[src/rtl/pipe_adder_pkg.sv]
// Shared constants and types for the pipelined carry-chunked adder.
//   DEF_WIDTH / DEF_CHUNK : default operand width and bits per stage
//   calc_stages()         : pipeline depth (= latency) for a width/chunk pair
//   stage_t               : per-stage payload layout at the default widths
// Optional feature macro: PIPE_ADDER_OVF_EN (signed overflow output).
package pipe_adder_pkg;

  localparam int DEF_WIDTH = 32;
  localparam int DEF_CHUNK = 8;

  function automatic int calc_stages(input int width, input int chunk);
    return width / chunk;
  endfunction

  // a_rem/b_rem: operand chunks not yet consumed, shifted so the next chunk
  // sits at the LSBs. sum_lo: finished result chunks, newest at the MSBs.
  typedef struct packed {
    logic [DEF_WIDTH-1:0] a_rem;
    logic [DEF_WIDTH-1:0] b_rem;
    logic [DEF_WIDTH-1:0] sum_lo;
    logic                 carry;
    logic                 sub;
    logic                 valid;
  } stage_t;

endpackage

[src/rtl/pipe_adder_if.sv]
// Operand/result handshake bundle for pipe_adder.
//   in_valid/in_ready, data_a, data_b, carry_in, sub : request side
//   out_valid/out_ready, data_out, carry_out [, ovf]  : result side
// master = producer/consumer side, slave = the adder.
// Optional feature macro: PIPE_ADDER_OVF_EN adds ovf.
interface pipe_adder_if #(parameter int WIDTH = pipe_adder_pkg::DEF_WIDTH);
  logic             in_valid;
  logic             in_ready;
  logic [WIDTH-1:0] data_a;
  logic [WIDTH-1:0] data_b;
  logic             carry_in;
  logic             sub;
  logic             out_valid;
  logic             out_ready;
  logic [WIDTH-1:0] data_out;
  logic             carry_out;
`ifdef PIPE_ADDER_OVF_EN
  logic             ovf;
`endif

  modport master (
`ifdef PIPE_ADDER_OVF_EN
    input  ovf,
`endif
    output in_valid, data_a, data_b, carry_in, sub, out_ready,
    input  in_ready, out_valid, data_out, carry_out
  );

  modport slave (
`ifdef PIPE_ADDER_OVF_EN
    output ovf,
`endif
    input  in_valid, data_a, data_b, carry_in, sub, out_ready,
    output in_ready, out_valid, data_out, carry_out
  );
endinterface

[src/rtl/pipe_adder_stage.sv]
// adder_stage: one CHUNK-bit slice of the pipelined adder plus its registers.
//   clk, rst (sync, active high clear), en (hold when low)
//   a_in/b_in     : remaining operand bits, current chunk at LSBs
//   sum_in        : result chunks finished by earlier stages
//   c_in          : carry from previous stage (effective carry_in at stage 0)
//   *_out         : registered payload for the next stage
// Optional feature macro: PIPE_ADDER_OVF_EN adds ovf_out (signed overflow of
// this chunk's MSB; only the last stage's value is meaningful).
module adder_stage #(
  parameter int WIDTH = 32,
  parameter int CHUNK = 8
) (
  input  logic             clk,
  input  logic             rst,
  input  logic             en,
  input  logic [WIDTH-1:0] a_in,
  input  logic [WIDTH-1:0] b_in,
  input  logic [WIDTH-1:0] sum_in,
  input  logic             c_in,
  input  logic             sub_in,
  input  logic             vld_in,
  output logic [WIDTH-1:0] a_out,
  output logic [WIDTH-1:0] b_out,
  output logic [WIDTH-1:0] sum_out,
  output logic             c_out,
  output logic             sub_out,
`ifdef PIPE_ADDER_OVF_EN
  output logic             ovf_out,
`endif
  output logic             vld_out
);

  logic [CHUNK:0]   add;
  logic [WIDTH-1:0] sum_nxt;

  assign add = {1'b0, a_in[CHUNK-1:0]} + {1'b0, b_in[CHUNK-1:0]}
             + {{CHUNK{1'b0}}, c_in};

  // Result chunks shift down one chunk per stage; the newest lands on top so
  // chunk 0 reaches the LSBs after the final stage.
  if (CHUNK == WIDTH) begin : g_one
    logic unused_sum;
    assign sum_nxt    = add[CHUNK-1:0];
    assign unused_sum = ^sum_in;
  end else begin : g_multi
    logic unused_sum;
    assign sum_nxt    = {add[CHUNK-1:0], sum_in[WIDTH-1:CHUNK]};
    assign unused_sum = ^sum_in[CHUNK-1:0];
  end

`ifdef PIPE_ADDER_OVF_EN
  // Same-sign operands giving a different-sign sum; equals carry-in XOR
  // carry-out of the chunk MSB.
  logic ovf_nxt;
  assign ovf_nxt = (a_in[CHUNK-1] == b_in[CHUNK-1]) && (add[CHUNK-1] != a_in[CHUNK-1]);
`endif

  always_ff @(posedge clk) begin
    if (rst) begin
      a_out   <= '0;
      b_out   <= '0;
      sum_out <= '0;
      c_out   <= 1'b0;
      sub_out <= 1'b0;
      vld_out <= 1'b0;
`ifdef PIPE_ADDER_OVF_EN
      ovf_out <= 1'b0;
`endif
    end else if (en) begin
      a_out   <= a_in >> CHUNK;
      b_out   <= b_in >> CHUNK;
      sum_out <= sum_nxt;
      c_out   <= add[CHUNK];
      sub_out <= sub_in;
      vld_out <= vld_in;
`ifdef PIPE_ADDER_OVF_EN
      ovf_out <= ovf_nxt;
`endif
    end
  end

endmodule

[src/rtl/pipe_adder.sv]
// pipe_adder: pipelined WIDTH-bit adder/subtractor, CHUNK bits per stage,
// latency STAGES = WIDTH/CHUNK, valid/ready handshake with a global stall.
//   clk : clock, rising edge
//   rst : synchronous, active-high reset (flushes everything in flight)
//   bus : pipe_adder_if.slave (operands in, sum/difference out)
// Optional feature macro: PIPE_ADDER_OVF_EN drives bus.ovf.
module pipe_adder
  import pipe_adder_pkg::*;
#(
  parameter int WIDTH = DEF_WIDTH,
  parameter int CHUNK = DEF_CHUNK
) (
  input  logic         clk,
  input  logic         rst,
  pipe_adder_if.slave  bus
);

  localparam int STAGES = calc_stages(WIDTH, CHUNK);

  if (CHUNK < 1 || (WIDTH % CHUNK) != 0) begin : g_bad_cfg
    $error("pipe_adder: WIDTH must be a positive multiple of CHUNK");
  end

  typedef struct packed {
    logic [WIDTH-1:0] a_rem;
    logic [WIDTH-1:0] b_rem;
    logic [WIDTH-1:0] sum_lo;
    logic             carry;
    logic             sub;
    logic             valid;
  } pl_t;

  pl_t [STAGES:0] pl;  // pl[0] = stage 0 input, pl[k+1] = stage k registers
  logic           stall;
  logic           accept;

  // One stall for the whole pipe: bubbles stay in place.
  assign stall        = pl[STAGES].valid && !bus.out_ready;
  assign bus.in_ready = !rst && !stall;
  assign accept       = bus.in_valid && bus.in_ready;

  // Subtract folds into the add: A + ~B + ~borrow_in.
  assign pl[0].a_rem  = bus.data_a;
  assign pl[0].b_rem  = bus.sub ? ~bus.data_b : bus.data_b;
  assign pl[0].sum_lo = '0;
  assign pl[0].carry  = bus.carry_in ^ bus.sub;
  assign pl[0].sub    = bus.sub;
  assign pl[0].valid  = accept;

`ifdef PIPE_ADDER_OVF_EN
  logic [STAGES-1:0] ovf_s;
  logic              unused_ovf;
  assign bus.ovf    = ovf_s[STAGES-1];
  assign unused_ovf = ^ovf_s;
`endif

  for (genvar k = 0; k < STAGES; k++) begin : g_stage
    adder_stage #(.WIDTH(WIDTH), .CHUNK(CHUNK)) u_stage (
      .clk     (clk),
      .rst     (rst),
      .en      (!stall),
      .a_in    (pl[k].a_rem),
      .b_in    (pl[k].b_rem),
      .sum_in  (pl[k].sum_lo),
      .c_in    (pl[k].carry),
      .sub_in  (pl[k].sub),
      .vld_in  (pl[k].valid),
      .a_out   (pl[k+1].a_rem),
      .b_out   (pl[k+1].b_rem),
      .sum_out (pl[k+1].sum_lo),
      .c_out   (pl[k+1].carry),
      .sub_out (pl[k+1].sub),
`ifdef PIPE_ADDER_OVF_EN
      .ovf_out (ovf_s[k]),
`endif
      .vld_out (pl[k+1].valid)
    );
  end

  assign bus.out_valid = pl[STAGES].valid;
  assign bus.data_out  = pl[STAGES].sum_lo;
  assign bus.carry_out = pl[STAGES].carry;

  // Operand remainders are fully consumed by the last stage.
  logic unused_tail;
  assign unused_tail = ^{pl[STAGES].a_rem, pl[STAGES].b_rem, pl[STAGES].sub};

endmodule

[src/flat_wrapper.sv]
// flat-port wrapper written by rule: the top's interface ports become plain ports
module pipe_adder_flat import pipe_adder_pkg::*;
#(
  parameter int WIDTH = DEF_WIDTH,
  parameter int CHUNK = DEF_CHUNK
)
  (clk, rst, bus_in_valid, bus_data_a, bus_data_b, bus_carry_in, bus_sub, bus_out_ready, bus_in_ready, bus_out_valid, bus_data_out, bus_carry_out);
  pipe_adder_if #(.WIDTH(WIDTH)) bus_i ();
  input  logic clk;
  input  logic rst;
  input wire logic [$bits(bus_i.in_valid)-1:0] bus_in_valid;
  input wire logic [$bits(bus_i.data_a)-1:0] bus_data_a;
  input wire logic [$bits(bus_i.data_b)-1:0] bus_data_b;
  input wire logic [$bits(bus_i.carry_in)-1:0] bus_carry_in;
  input wire logic [$bits(bus_i.sub)-1:0] bus_sub;
  input wire logic [$bits(bus_i.out_ready)-1:0] bus_out_ready;
  output wire logic [$bits(bus_i.in_ready)-1:0] bus_in_ready;
  output wire logic [$bits(bus_i.out_valid)-1:0] bus_out_valid;
  output wire logic [$bits(bus_i.data_out)-1:0] bus_data_out;
  output wire logic [$bits(bus_i.carry_out)-1:0] bus_carry_out;
  assign bus_i.in_valid = bus_in_valid;
  assign bus_i.data_a = bus_data_a;
  assign bus_i.data_b = bus_data_b;
  assign bus_i.carry_in = bus_carry_in;
  assign bus_i.sub = bus_sub;
  assign bus_i.out_ready = bus_out_ready;
  assign bus_in_ready = bus_i.in_ready;
  assign bus_out_valid = bus_i.out_valid;
  assign bus_data_out = bus_i.data_out;
  assign bus_carry_out = bus_i.carry_out;
  pipe_adder #(.WIDTH(WIDTH), .CHUNK(CHUNK)) u_core (.clk(clk), .rst(rst), .bus(bus_i));
endmodule
[config.mk]
export PLATFORM = sky130hd
export DESIGN_NAME = pipe_adder_flat
export DESIGN_NICKNAME = d
export VERILOG_FILES = /design/src/rtl/pipe_adder_pkg.sv /design/src/rtl/pipe_adder_if.sv /design/src/rtl/pipe_adder_stage.sv /design/src/rtl/pipe_adder.sv /design/src/flat_wrapper.sv
export SDC_FILE = /design/constraint.sdc
export NUM_CORES = 1
export LEC_CHECK = 0
export ABC_CLOCK_PERIOD_IN_PS = 3100
export CORE_ASPECT_RATIO = 1.4
export CORE_MARGIN = 10
export CORE_UTILIZATION = 35
export CTS_CLUSTER_SIZE = 40
export DETAILED_ROUTE_END_ITERATION = 10
export SYNTH_ARGS = -nofsm -noshare
export SYNTH_HDL_FRONTEND = slang
export SYNTH_SLANG_ARGS = --single-unit
[constraint.sdc]
create_clock -name clk -period 3.1 [get_ports clk]
set_input_delay 0.62 -clock clk [delete_from_list [all_inputs] [get_ports clk]]
set_output_delay 0.62 -clock clk [all_outputs]
set_load 0.02 [all_outputs]
# == After elaboration in Yosys (flattened, before gate mapping) ==
# Index checks and enable logic that the tools add are counted.
# op_classes
n_addsub,8
muxes,1
n_bitwise,2
n_reduce_logical,6
# ops
operator,count
8-bit by 8-bit adder with 9-bit output,4
9-bit by 1-bit adder with 9-bit output,4
32-bit 2-to-1 mux,1
32-bit inverter,1
1-bit logical AND,3
1-bit logical NOT,3
1-bit bitwise XOR,1
# word_totals
regBits,184
output_inout_bits,35

# == Depth between registers and ports, before layout ==
# Gate-level depths: netlist of the first run.
# logic_depth
depth_word,5
depth_mapped,9

# == By module ==
# From an unflattened synthesis of the first run, not the netlist that was laid out.
# unflattened
hier_cells,1342
area_unflattened_um2,13878.3
# modules_own_cells
mod,instances,cells_each,area_each_um2,seq_area_each_um2
adder_stage (u_core.g_stage[0].u_stage),1,325,3387.0,1661.6
adder_stage (u_core.g_stage[1].u_stage),1,325,3372.0,1661.6
adder_stage (u_core.g_stage[3].u_stage),1,325,3370.7,1661.6
adder_stage (u_core.g_stage[2].u_stage),1,325,3363.2,1661.6
pipe_adder,1,42,385.4,0.0

# == Worst setup path after synthesis of the first run ==
# No wires, ideal clock.
# synth_timing
path_type,in2reg
from,in bus_sub
to,reg u_core.g_stage[0].u_stage.c_out
setup_ps,120
arrival_ps,2837
required_time_ps,2980
path_slack_ps,144
cell_stages,9
path_cell_list,buf_2 > buf_2 > xor2_1 > fa_1 > fa_1 > a211o_2 > o211ai_1 > a21oi_1 > a211o_1
# synth_between
elab_chain_len,3
word_cells_on_any_way,4
classes_between,add/sub (2); mux (1); bitwise (1)
# synth_rtl
element,line_no,rtl
from (decl),flat_wrapper.sv:15,input wire logic [$bits(bus_i.sub)-1:0] bus_sub;
32-bit 2-to-1 mux,pipe_adder.sv:44,assign pl[0].b_rem = bus.sub ? ~bus.data_b : bus.data_b;
8-bit by 8-bit adder with 9-bit output,pipe_adder_stage.sv:36,"assign add = {1'b0, a_in[CHUNK-1:0]} + {1'b0, b_in[CHUNK-1:0]}"
9-bit by 1-bit adder with 9-bit output (*),pipe_adder_stage.sv:37,"+ {{CHUNK{1'b0}}, c_in};"
to (signal assigned),pipe_adder_stage.sv:73,c_out <= add[CHUNK];
to (decl),pipe_adder_stage.sv:25,"output logic c_out,"
# Every way passes the cells marked *; elsewhere a longest branch is shown, timed or not.
# A chain may end at the register's enable or synchronous reset.

# == Final worst setup path of the first run ==
# layout_timing
from,in bus_out_ready
to,out bus_in_ready
# layout_between
elab_chain_len,4
# layout_rtl
element,line_no,rtl
from (decl),flat_wrapper.sv:16,input wire logic [$bits(bus_i.out_ready)-1:0] bus_out_ready;
1-bit logical NOT,pipe_adder.sv:38,assign stall = pl[STAGES].valid && !bus.out_ready;
1-bit logical AND,pipe_adder.sv:38,
1-bit logical NOT,pipe_adder.sv:39,assign bus.in_ready = !rst && !stall;
1-bit logical AND,pipe_adder.sv:39,
to (decl),flat_wrapper.sv:17,output wire logic [$bits(bus_i.in_ready)-1:0] bus_in_ready;
# Every way passes these cells.

==> reports/results.tsv, run 1 <==
stage	metric	value	unit
global_routing	antenna_found_initial	1	
cts	cts.htree.levels	4	
sta	tns	0	ns
die	rows	65	
worst_setup_path	critical_path_peak_fanout	2	
placement	placed_cell_area	0.00934	mm2
global_routing	grt_pass1_wl	31600	um
sta	fmax	0.381	GHz
sta	period_needed	2.62	ns
route	wl_met2	8660	um
cts	numCtsBuffers	17	
sta	drv_slew	0	
logic_synthesis	synth_nets	1072	
logic_synthesis	synth_edf_count	0	
sta	rsz0062_at_grt	false	
global_routing	grt_max_degree	117	
cts	cts_tree	built	
pwr	power_frac_clock	40.6	%
status	status	completed	
sta	fin_crit_sh	84.7	%
logic_synthesis	async_reset_ff_share	0	%
logic_synthesis	yosysTopAreaCell	dfxtp_1	
route	firstDrtPassIters	4	
die	die_h	200	um
sta	fin_worst_skew	0.0129	ns
logic_synthesis	yosys.cell_types.count	46	
pwr	internal_power	4.16	mW
logic_synthesis	synth_seq_area_share	45.6	%
sta	setup_viol_count_final	0	
logic_synthesis	syn_inst	966	
pwr	netSwitchingPower	1.40	mW
pwr	leakage	3.88	nW
route	dr.first_iter.drc_count	375	
placement	port_buffers	104	
die	fp.dieW	148	um
die	coreArea	0.0226	mm2
pwr	p_comb_share	12.4	%
cts	postCtsSetupRepairBufs	0	
worst_setup_path	crit_path_start_kind	input pin	
worst_setup_path	worstPathRequired	2.48	ns
placement	place.gp.congestion	0.798	
worst_setup_path	r2r-start	u_core.g_stage[0].u_stage.a_out[0]	
global_routing	grt_pass1_vias	6369	
cts	clock_sinks	184	
route	wl_met1	9090	um
pwr	seqPwrFrac	47.0	%
route	wl_per_cell	13.9	um
die	io_pins	105	
route	wl_met3	730	um
cts	path_clk_slew	0.06	ns
run	drv_cap	0	
cts	clock_latency	0.44	ns
placement	dp.final_hpwl	13100	um
sta	hold_viol_final	0	
sta	slew_headroom	48.6	%
worst_setup_path	endpoint_kind	primary output	
logic_synthesis	synth_area	0.00808	mm2
pwr	ir_drop	0.000380	V
worst_setup_path	setup.worst_path.start	bus_out_ready	
route	top_layer	met5	
worst_setup_path	rrSetupSlack	0.78	ns
logic_synthesis	synth_seq_cells	184	
global_routing	grt_util_all_layers	12.9	%
cts	cts_hold_buf	0	
route	wl	18800	um
cts	cts_buffer_depth	2	
sta	tightest_slew	0.771	ns
worst_setup_path	critPathKind	input pin to primary output	
pwr	power.density	558	mW/mm2
die	floorplan.initialDensity	35.7	%
worst_setup_path	rr_endpoint	u_core.g_stage[1].u_stage.c_out	
logic_synthesis	synth_ff_type	dfxtp_1	
cts	cts-resized-gates	0	
final_layout	layout-drive-gt1-share	6.86	%
final_layout	final_area	0.00995	mm2
worst_setup_path	cp-endpoint	bus_in_ready	
min_path	hp-class	flip-flop to flip-flop	
logic_synthesis	syn_area_per_cell	8.37	um2
pwr	sw_frac_of_total	25.2	%
cts	root_buffer	clkbuf_16	
final_layout	syn2layout_area_growth	23.1	%
worst_setup_path	worstRegToRegCells	6	
final_layout	diodes	0	
route	postRouteAntennaNets	0	
logic_synthesis	yosys-top-cells-area	dfxtp_1 46%, nand2_1 13%, a21oi_1 9.1%	
final_layout	utilization	44.0	%
logic_synthesis	yosysTopAreaCellShare	45.6	%
route	viasPerCell	4.85	
logic_synthesis	yosys_warnings	0	
route	drcViolationCount	0	
die	fp.dieArea	0.0297	mm2
worst_setup_path	worstPathArrival	2.00	ns
route	vias	6555	
global_routing	grt_overflow	0	
final_layout	fin_nets	1143	
state kept, by name, indices dropped and copies added, names as in the netlist:
signal / flops
u_core.g_stage.u_stage.sum_out: 80
u_core.g_stage.u_stage.a_out: 48
u_core.g_stage.u_stage.b_out: 48
u_core.g_stage.u_stage.c_out: 4
u_core.g_stage.u_stage.vld_out: 4
stage by stage:
stage	cells	hold WS [ns]	total power, mW	worst slack (ns)
final	1351	0.448	5.56	0.475
after global routing	1351	0.460	5.81	0.388
after CTS	1351	0.453	5.62	0.448
after detailed placement	1319	0.443	3.35	0.0646
after global placement	1319	0.437	3.34	0.101
after floorplan	966	0.432	3.10	0.144
cell usage after synthesis (4+ instances only):
| master | count |
|---|---|
| a21o_2 | 4 |
| nor2_1 | 43 |
| o211ai_1 | 6 |
| a21oi_1 | 147 |
| clkbuf_1 | 31 |
| buf_1 | 5 |
| a211o_1 | 14 |
| xnor2_1 | 26 |
| inv_1 | 9 |
| a31oi_1 | 5 |
| o21ai_0 | 6 |
| xor2_1 | 9 |
| ha_1 | 28 |
| dfxtp_1 | 184 |
| a21o_1 | 5 |
| nand3b_1 | 4 |
| nand3_1 | 14 |
| a211oi_1 | 34 |
| a211o_2 | 4 |
| buf_2 | 27 |
| nand2_1 | 276 |
| nor3_1 | 6 |
| fa_1 | 8 |
| nor4b_1 | 5 |
| or2_2 | 5 |
| o21a_1 | 9 |
| or3_1 | 8 |
| and3_1 | 8 |
routing by layer:
layer | up-vias | GRT usage [%]
met5 | - | 0
met4 | 2 | 4.86
met3 | 20 | 2.95
met2 | 107 | 20.1
met1 | 2983 | 17.1
li1 | 3443 | -
layout by cell type (no fill, tap or decap), types with 5 or more instances in the layout:
cell type | netlist | final
o21a_1 | 9 | 9
xor2_1 | 9 | 9
a211o_1 | 14 | 14
nand3_1 | 14 | 14
or2_2 | 5 | 5
nor3_1 | 6 | 6
xnor2_1 | 26 | 26
inv_6 | 0 | 6
a31oi_1 | 5 | 5
or3_1 | 8 | 8
fa_1 | 8 | 8
buf_4 | 0 | 13
a21oi_1 | 147 | 147
nand2_1 | 276 | 276
nor2_1 | 43 | 43
o21ai_0 | 6 | 6
ha_1 | 28 | 28
dfxtp_1 | 184 | 184
a211oi_1 | 34 | 34
inv_1 | 9 | 9
o211ai_1 | 6 | 6
a21o_1 | 5 | 5
and3_1 | 8 | 8
clkdlybuf4s50_1 | 0 | 102
clkbuf_16 | 0 | 17
nor4b_1 | 5 | 5
cell type report:
class,instances,area (um2)
clock buffers,18,429
clock inverters,14,185
fillers,2391,12700
inverters,10,37.5
multi-input cells,704,4040
flip-flops and latches,184,3680
well taps,301,377
repair buffers,120,1190
how the worst min path moves through the flow:
stage                                                     start                                     to  slack [ns]  cells past startpoint
after floorplan           u_core.g_stage[2].u_stage.sum_out[28]  u_core.g_stage[3].u_stage.sum_out[20]        0.43                      2
final                      u_core.g_stage[3].u_stage.sum_out[7]   u_core.g_stage[3].u_stage.sum_out[7]        0.45                      2
after global placement     u_core.g_stage[3].u_stage.sum_out[4]   u_core.g_stage[3].u_stage.sum_out[4]        0.44                      2
after detailed placement    u_core.g_stage[1].u_stage.b_out[14]    u_core.g_stage[1].u_stage.b_out[14]        0.44                      2
after global routing       u_core.g_stage[3].u_stage.sum_out[7]   u_core.g_stage[3].u_stage.sum_out[7]        0.46                      2
after CTS                 u_core.g_stage[1].u_stage.sum_out[20]  u_core.g_stage[1].u_stage.sum_out[20]        0.45                      2
critical path, cell delays in order:
cell and delay (ns):
clkdlybuf4s50_1 0.53, nor2b_4 0.05, nor2_1 0.16, clkdlybuf4s50_1 0.64
power by group through the flow:
stage	Sequential, mW	Clock (mW)	Combinational [mW]
after floorplan	2.66	0	0.438
after global placement	2.66	0	0.684
after detailed placement	2.66	0	0.692
after CTS	2.61	2.31	0.696
after global routing	2.63	2.41	0.775
final	2.61	2.26	0.689
cell families after synthesis:
kind of cell,Yosys count,share of synthesized area (%)
and+or+nand+nor,378,19.4
AOI/OAI and AO/OA,255,20.3
DFF,184,45.6
buffers and inverters,78,4.60
adders and majority gates,36,6.32
xor gates and xnor gates,35,3.79
Note: power is estimated with default switching activity, not from simulation.
==> run 2, diff against run 1 <==
- ABC_CLOCK_PERIOD_IN_PS: 3100 -> 2600
- clock period: 3.1 -> 2.6 ns (I/O delays scaled with it)
==> run 2 against run 1 <==
Net effect: clock skew down 0.0054 ns; wire length increased by 0.23%; register-to-register slack got worse by 0.52 ns; flip-flop and latch count stayed put; largest power group unchanged; highest routed layer is now met4.
==> reports/results.tsv, run 2 (same netlist as run 1, synthesis figures left out) <==
stage	metric	value	unit
pwr	ir_drop	0.000462	V
final_layout	layout_common_cells	276 x nand2_1, 184 x dfxtp_1, 147 x a21oi_1	
sta	fin_crit_sh	91.6	%
pwr	power.density	645	mW/mm2
worst_setup_path	critPathKind	input pin to flip-flop	
sta	period_needed	2.38	ns
die	fp.dieW	148	um
sta	slew_headroom	38.4	%
route	wl	18800	um
worst_setup_path	cpMostUsedCell	fa_2	
placement	place.gp.congestion	0.788	
sta	tightest_slew	0.924	ns
die	fp.dieArea	0.0297	mm2
route	dr.first_iter.drc_count	500	
die	coreArea	0.0226	mm2
min_path	min_from	u_core.g_stage[3].u_stage.sum_out[20]	
cts	cts.htree.levels	4	
final_layout	final_common_cell	nand2_1	
sta	fmax	0.420	GHz
worst_setup_path	path_cells	clkdlybuf4s50_1 > xor2_1 > fa_2 > fa_2 > a211o_2 > o211ai_1 > a21oi_1 > a211o_1	
cts	numCtsBuffers	17	
run	drv_cap	0	
route	postRouteAntennaNets	0	
worst_setup_path	worstPathArrival	2.70	ns
route	vias	6505	
final_layout	multi_input_area	0.00405	mm2
cts	cts_hold_buf	0	
route	viasPerCell	4.82	
cts	path_clk_slew	0.07	ns
sta	hold_viol_final	0	
status	status	completed	
worst_setup_path	r2r-start	u_core.g_stage[0].u_stage.a_out[0]	
die	rows	65	
cts	clock_sinks	184	
min_path	hp-class	flip-flop to flip-flop	
placement	dp.final_hpwl	13000	um
route	wl_per_cell	14.0	um
route	drcViolationCount	0	
worst_setup_path	worstPathRequired	2.92	ns
placement	placedCellCount	1318	
global_routing	grt_max_degree	100	
final_layout	layout-drive-gt1-share	6.87	%
pwr	leakage	3.87	nW
global_routing	grt_pass1_vias	6170	
die	die_h	200	um
worst_setup_path	timing.critical_path.buf_inv	1	
sta	setup_viol_count_final	0	
worst_setup_path	critPathMaxStageDelay	0.41	ns
global_routing	grt_pass1_wl	31200	um
cts	root_buffer	clkbuf_16	
global_routing	grt_overflow	0	
cts	clock_latency	0.43	ns
placement	port_buffers	104	
worst_setup_path	cp_top_family	compound AO/OA/AOI/OAI gates	
worst_setup_path	cp_slowest_cell	clkdlybuf4s50_1	
final_layout	largest_reg_flops	80	
worst_setup_path	critical_path_peak_fanout	3	
sta	drv_slew	0	
sta	rsz0062_at_grt	false	
worst_setup_path	crit_path_start_kind	input pin	
final_layout	fin_nets	1142	
sta	fin_worst_skew	0.00748	ns
final_layout	syn2layout_area_growth	22.8	%
cts	cts_tree	built	
worst_setup_path	endpoint_kind	flip-flop	
die	floorplan.initialDensity	35.7	%
global_routing	grt_util_all_layers	12.8	%
final_layout	reg.largest.list	u_core.g_stage.u_stage.sum_out x80, u_core.g_stage.u_stage.a_out x48, u_core.g_stage.u_stage.b_out x48	
final_layout	fill_cells	2383	
worst_setup_path	setup.worst_path.start	bus_data_b[0]	
final_layout	final_cells	1350	
sta	whs	0.446	ns
cts	cts_buffer_depth	2	
die	io_pins	105	
route	firstDrtPassIters	5	
global_routing	antenna_found_initial	1	
final_layout	largest-register	u_core.g_stage.u_stage.sum_out	
final_layout	ff_latch_area	0.00368	mm2
[run 2: what timing repair did]
action	in CTS	in global routing
buffers inserted	0	0
setup endpoints to repair	1	0
hold endpoints to repair	0	0
resized for setup	1	0
[run 2: worst paths after layout]
path | endpoint | slack [ns] | cells past startpoint
min | u_core.g_stage[3].u_stage.sum_out[20] | 0.45 | 2
min reg2reg | u_core.g_stage[3].u_stage.sum_out[20] | 0.45 | 2
max | u_core.g_stage[0].u_stage.c_out | 0.22 | 8
max reg2reg | u_core.g_stage[1].u_stage.c_out | 0.26 | 6
[run 2: final cells by class]
| type | count | area share [%] |
|---|---|---|
| Antenna cell | 1 | 0.0252 |
| Clock buffer | 19 | 4.46 |
| Clock inverter | 12 | 1.22 |
| Inverter | 10 | 0.378 |
| Multi-Input combinational cell | 704 | 40.8 |
| Sequential cell | 184 | 37.1 |
| Tap cell | 301 | 3.80 |
| Timing Repair Buffer | 119 | 12.2 |
[run 2: report_power, final]
group / switching, mW / internal [mW]
sequential: 0.102 / 3.01
clock: 1.12 / 1.36
combinational: 0.409 / 0.414
[run 2: metal layers]
layer  part of all wire [%]  global-route usage [%]  up-vias
met3                    2.6                    2.59       20
met1                     50                    17.4     2944
met5                      0                       0        -
li1                       -                       -     3432
met4                    1.6                    4.56        0
met2                     46                    19.7      109
[run 2: worst register-to-register path, delay by kind of cell (launching register included)]
kind / cells / cell delay, ns
AO/OA/AOI/OAI: 4 / 0.90
adder cells (fa/ha/maj): 2 / 0.99
flip-flops: 1 / 0.33
[run 2: per-stage QoR]
step / setup WS [ns] / area (um2) / power (mW) / setup TNS, ns / util (%)
2_1_floorplan: -0.0631 / 8090 / 3.69 / -0.0631 / -
3_3_place_gp: -0.190 / 9360 / 3.99 / -0.615 / 41.4
3_5_place_dp: -0.219 / 9360 / 4.00 / -0.725 / 41.4
4_1_cts: 0.237 / 9920 / 6.48 / 0 / 43.9
5_1_grt: 0.124 / 9920 / 6.72 / 0 / 43.9
6_report: 0.217 / 9920 / 6.41 / 0 / 43.9
==> run 3, diff against run 2 <==
- ABC_AREA: unset -> 1
- CORE_MARGIN: 10 -> 1
- TNS_END_PERCENT: unset -> 100
==> run 3 against run 2 <==
Net effect: final area down 0.26%; critical path type is now input pin to primary output; largest power group unchanged; clock power about the same; register-to-register slack better by 0.39 ns; critical endpoint is now bus_in_ready; largest cell class unchanged; total power is 2.0% higher.
==> reports/results.tsv, run 3 <==
stage	metric	value	unit
status	status	completed	
sta	fmax	0.434	GHz
cts	cts_hold_buf	0	
logic_synthesis	yosysTopAreaCell	dfxtp_1	
sta	fin_ws	0.294	ns
cts	cts_buffer_depth	2	
route	drcViolationCount	0	
final_layout	diodes	0	
worst_setup_path	worstPathRequired	2.08	ns
logic_synthesis	syn_area_per_cell	7.70	um2
logic_synthesis	yosysMostFrequentCell	nor2_1	
cts	root_buffer	clkbuf_16	
cts	postCtsSetupRepairBufs	0	
pwr	power.density	660	mW/mm2
logic_synthesis	synth_ff_type	dfxtp_1	
logic_synthesis	synth_nets	1156	
worst_setup_path	crit_path_start_kind	input pin	
sta	period_needed	2.31	ns
logic_synthesis	yosys_warnings	0	
logic_synthesis	synthTopCellsByCount	257 x nor2_1, 184 x dfxtp_1, 175 x o21ai_0	
route	viasPerCell	4.45	
final_layout	final_common_cell	nor2_1	
sta	hold_viol_final	0	
logic_synthesis	synth_seq_area_share	45.6	%
final_layout	ff_latch_area	0.00368	mm2
worst_setup_path	critPathKind	input pin to primary output	
final_layout	syn2layout_area_growth	22.5	%
worst_setup_path	worstPathArrival	1.79	ns
die	fp.dieW	130	um
final_layout	largest-register	u_core.g_stage.u_stage.sum_out	
cts	cts.htree.levels	4	
sta	tightest_slew	0.506	ns
die	io_pins	105	
final_layout	layout_common_cells	257 x nor2_1, 184 x dfxtp_1, 175 x o21ai_0	
worst_setup_path	endpoint_kind	primary output	
placement	dp_slack	0.00125	ns
pwr	ir_drop	0.000480	V
global_routing	grt_pass1_wl	28300	um
final_layout	utilization	43.8	%
global_routing	grt_pass1_vias	5881	
cts	path_clk_slew	0.07	ns
global_routing	grt_util_all_layers	14.9	%
die	die_h	182	um
logic_synthesis	synth_area	0.00808	mm2
pwr	total_power	6.53	mW
sta	rsz0062_at_grt	false	
route	dr.first_iter.drc_count	389	
worst_setup_path	cp-endpoint	bus_in_ready	
placement	place.gp.congestion	0.756	
logic_synthesis	async_reset_ff_share	0	%
die	fp.dieArea	0.0237	mm2
cts	clock_sinks	184	
sta	setup_viol_count_final	0	
route	wl_per_cell	11.6	um
logic_synthesis	yosys-top-cells-area	dfxtp_1 46%, nor2_1 12%, o21ai_0 11%	
worst_setup_path	setup.worst_path.start	bus_out_ready	
run	drv_cap	0	
final_layout	reg.largest.list	u_core.g_stage.u_stage.sum_out x80, u_core.g_stage.u_stage.a_out x48, u_core.g_stage.u_stage.b_out x48	
cts	cts-resized-gates	0	
pwr	leakage	4.65	nW
logic_synthesis	yosys.cell_types.count	26	
sta	whs	0.451	ns
logic_synthesis	yosysTopAreaCellShare	45.6	%
final_layout	fill_cells	2374	
logic_synthesis	synth_seq_cells	184	
die	coreArea	0.0226	mm2
die	floorplan.initialDensity	35.7	%
cts	clock_latency	0.43	ns
sta	fin_crit_sh	88.7	%
placement	dp.final_hpwl	11200	um
min_path	hp-class	flip-flop to flip-flop	
worst_setup_path	worstRegToRegCells	10	
sta	tns	0	ns
route	firstDrtPassIters	4	
cts	cts_tree	built	
final_layout	largest_reg_flops	80	
die	rows	65	
cts	numCtsBuffers	17	
worst_setup_path	r2r-start	u_core.g_stage[0].u_stage.a_out[0]	
global_routing	grt_overflow	0	
worst_setup_path	rrSetupSlack	0.65	ns
route	vias	6405	
worst_setup_path	rr_endpoint	u_core.g_stage[1].u_stage.sum_out[30]	
final_layout	fin_nets	1230	
global_routing	antenna_found_initial	0	
worst_setup_path	critical_path_peak_fanout	2	
placement	port_buffers	104	
sta	drv_slew	0	
final_layout	layout-drive-gt1-share	4.66	%
final_layout	multi_input_area	0.00374	mm2
logic_synthesis	syn_inst	1050	
route	postRouteAntennaNets	0	
route	wl	16600	um
sta	fin_worst_skew	0.00952	ns
global_routing	grt_max_degree	92	
sta	slew_headroom	66.3	%
logic_synthesis	synth_edf_count	0	
## run 3: area by class of cell
cell class,instances,area share (%)
tap,301,3.81
clock inverter,13,1.33
multi-input combinational,726,37.8
inverter,77,3.00
clock buffer,19,4.48
sequential,184,37.2
timing repair buffer,118,12.4
## run 3: through the flow
| stage | instances | cell area (um2) |
|---|---|---|
| 2_1_floorplan | 1050 | 8080 |
| 3_3_place_gp | 1406 | 9320 |
| 3_5_place_dp | 1406 | 9320 |
| 4_1_cts | 1438 | 9900 |
| 5_1_grt | 1438 | 9900 |
| 6_report | 1438 | 9900 |
## run 3: kinds of logic after synthesis
logic type      after synthesis  synth area share [%]
simple gates                409                  20.4
fa+ha+maj                    36                  6.32
compound gates              242                  15.3
buf+inv                     140                  8.16
xor+xnor                     39                  4.23
flops                       184                  45.6
## run 3: critical path, stage by stage
cell	delay (ns)
clkdlybuf4s50_1	0.51
nor2_4	0.07
nor2_1	0.08
clkdlybuf4s50_1	0.60
## run 3: per-layer routing
layer	vias to the layer above	track usage [%]	wire length, um
li1	3517	-	-
met1	2786	20.5	8390
met2	96	23.1	7590
met3	6	3.12	535
met4	0	4.78	114
met5	-	0	0
## run 3: worst min-delay path by stage
| stage | from | slack, ns | to | cells after the start |
|---|---|---|---|---|
| finish | u_core.g_stage[0].u_stage.sum_out[29] | 0.45 | u_core.g_stage[1].u_stage.sum_out[21] | 2 |
| CTS | u_core.g_stage[0].u_stage.sum_out[29] | 0.45 | u_core.g_stage[1].u_stage.sum_out[21] | 2 |
| global route | u_core.g_stage[0].u_stage.sum_out[29] | 0.48 | u_core.g_stage[1].u_stage.sum_out[21] | 2 |
| floorplan | u_core.g_stage[0].u_stage.sum_out[29] | 0.43 | u_core.g_stage[1].u_stage.sum_out[21] | 2 |
| global placement | u_core.g_stage[0].u_stage.sum_out[29] | 0.43 | u_core.g_stage[1].u_stage.sum_out[21] | 2 |
| detailed placement | u_core.g_stage[1].u_stage.sum_out[31] | 0.44 | u_core.g_stage[2].u_stage.sum_out[23] | 2 |
## run 3: report_power, final
part	total (mW)	internal (mW)	leakage, nW	switching [mW]
Clock	2.49	1.30	0.277	1.19
Combinational	0.891	0.422	2.85	0.469
Sequential	3.15	3.04	1.52	0.108
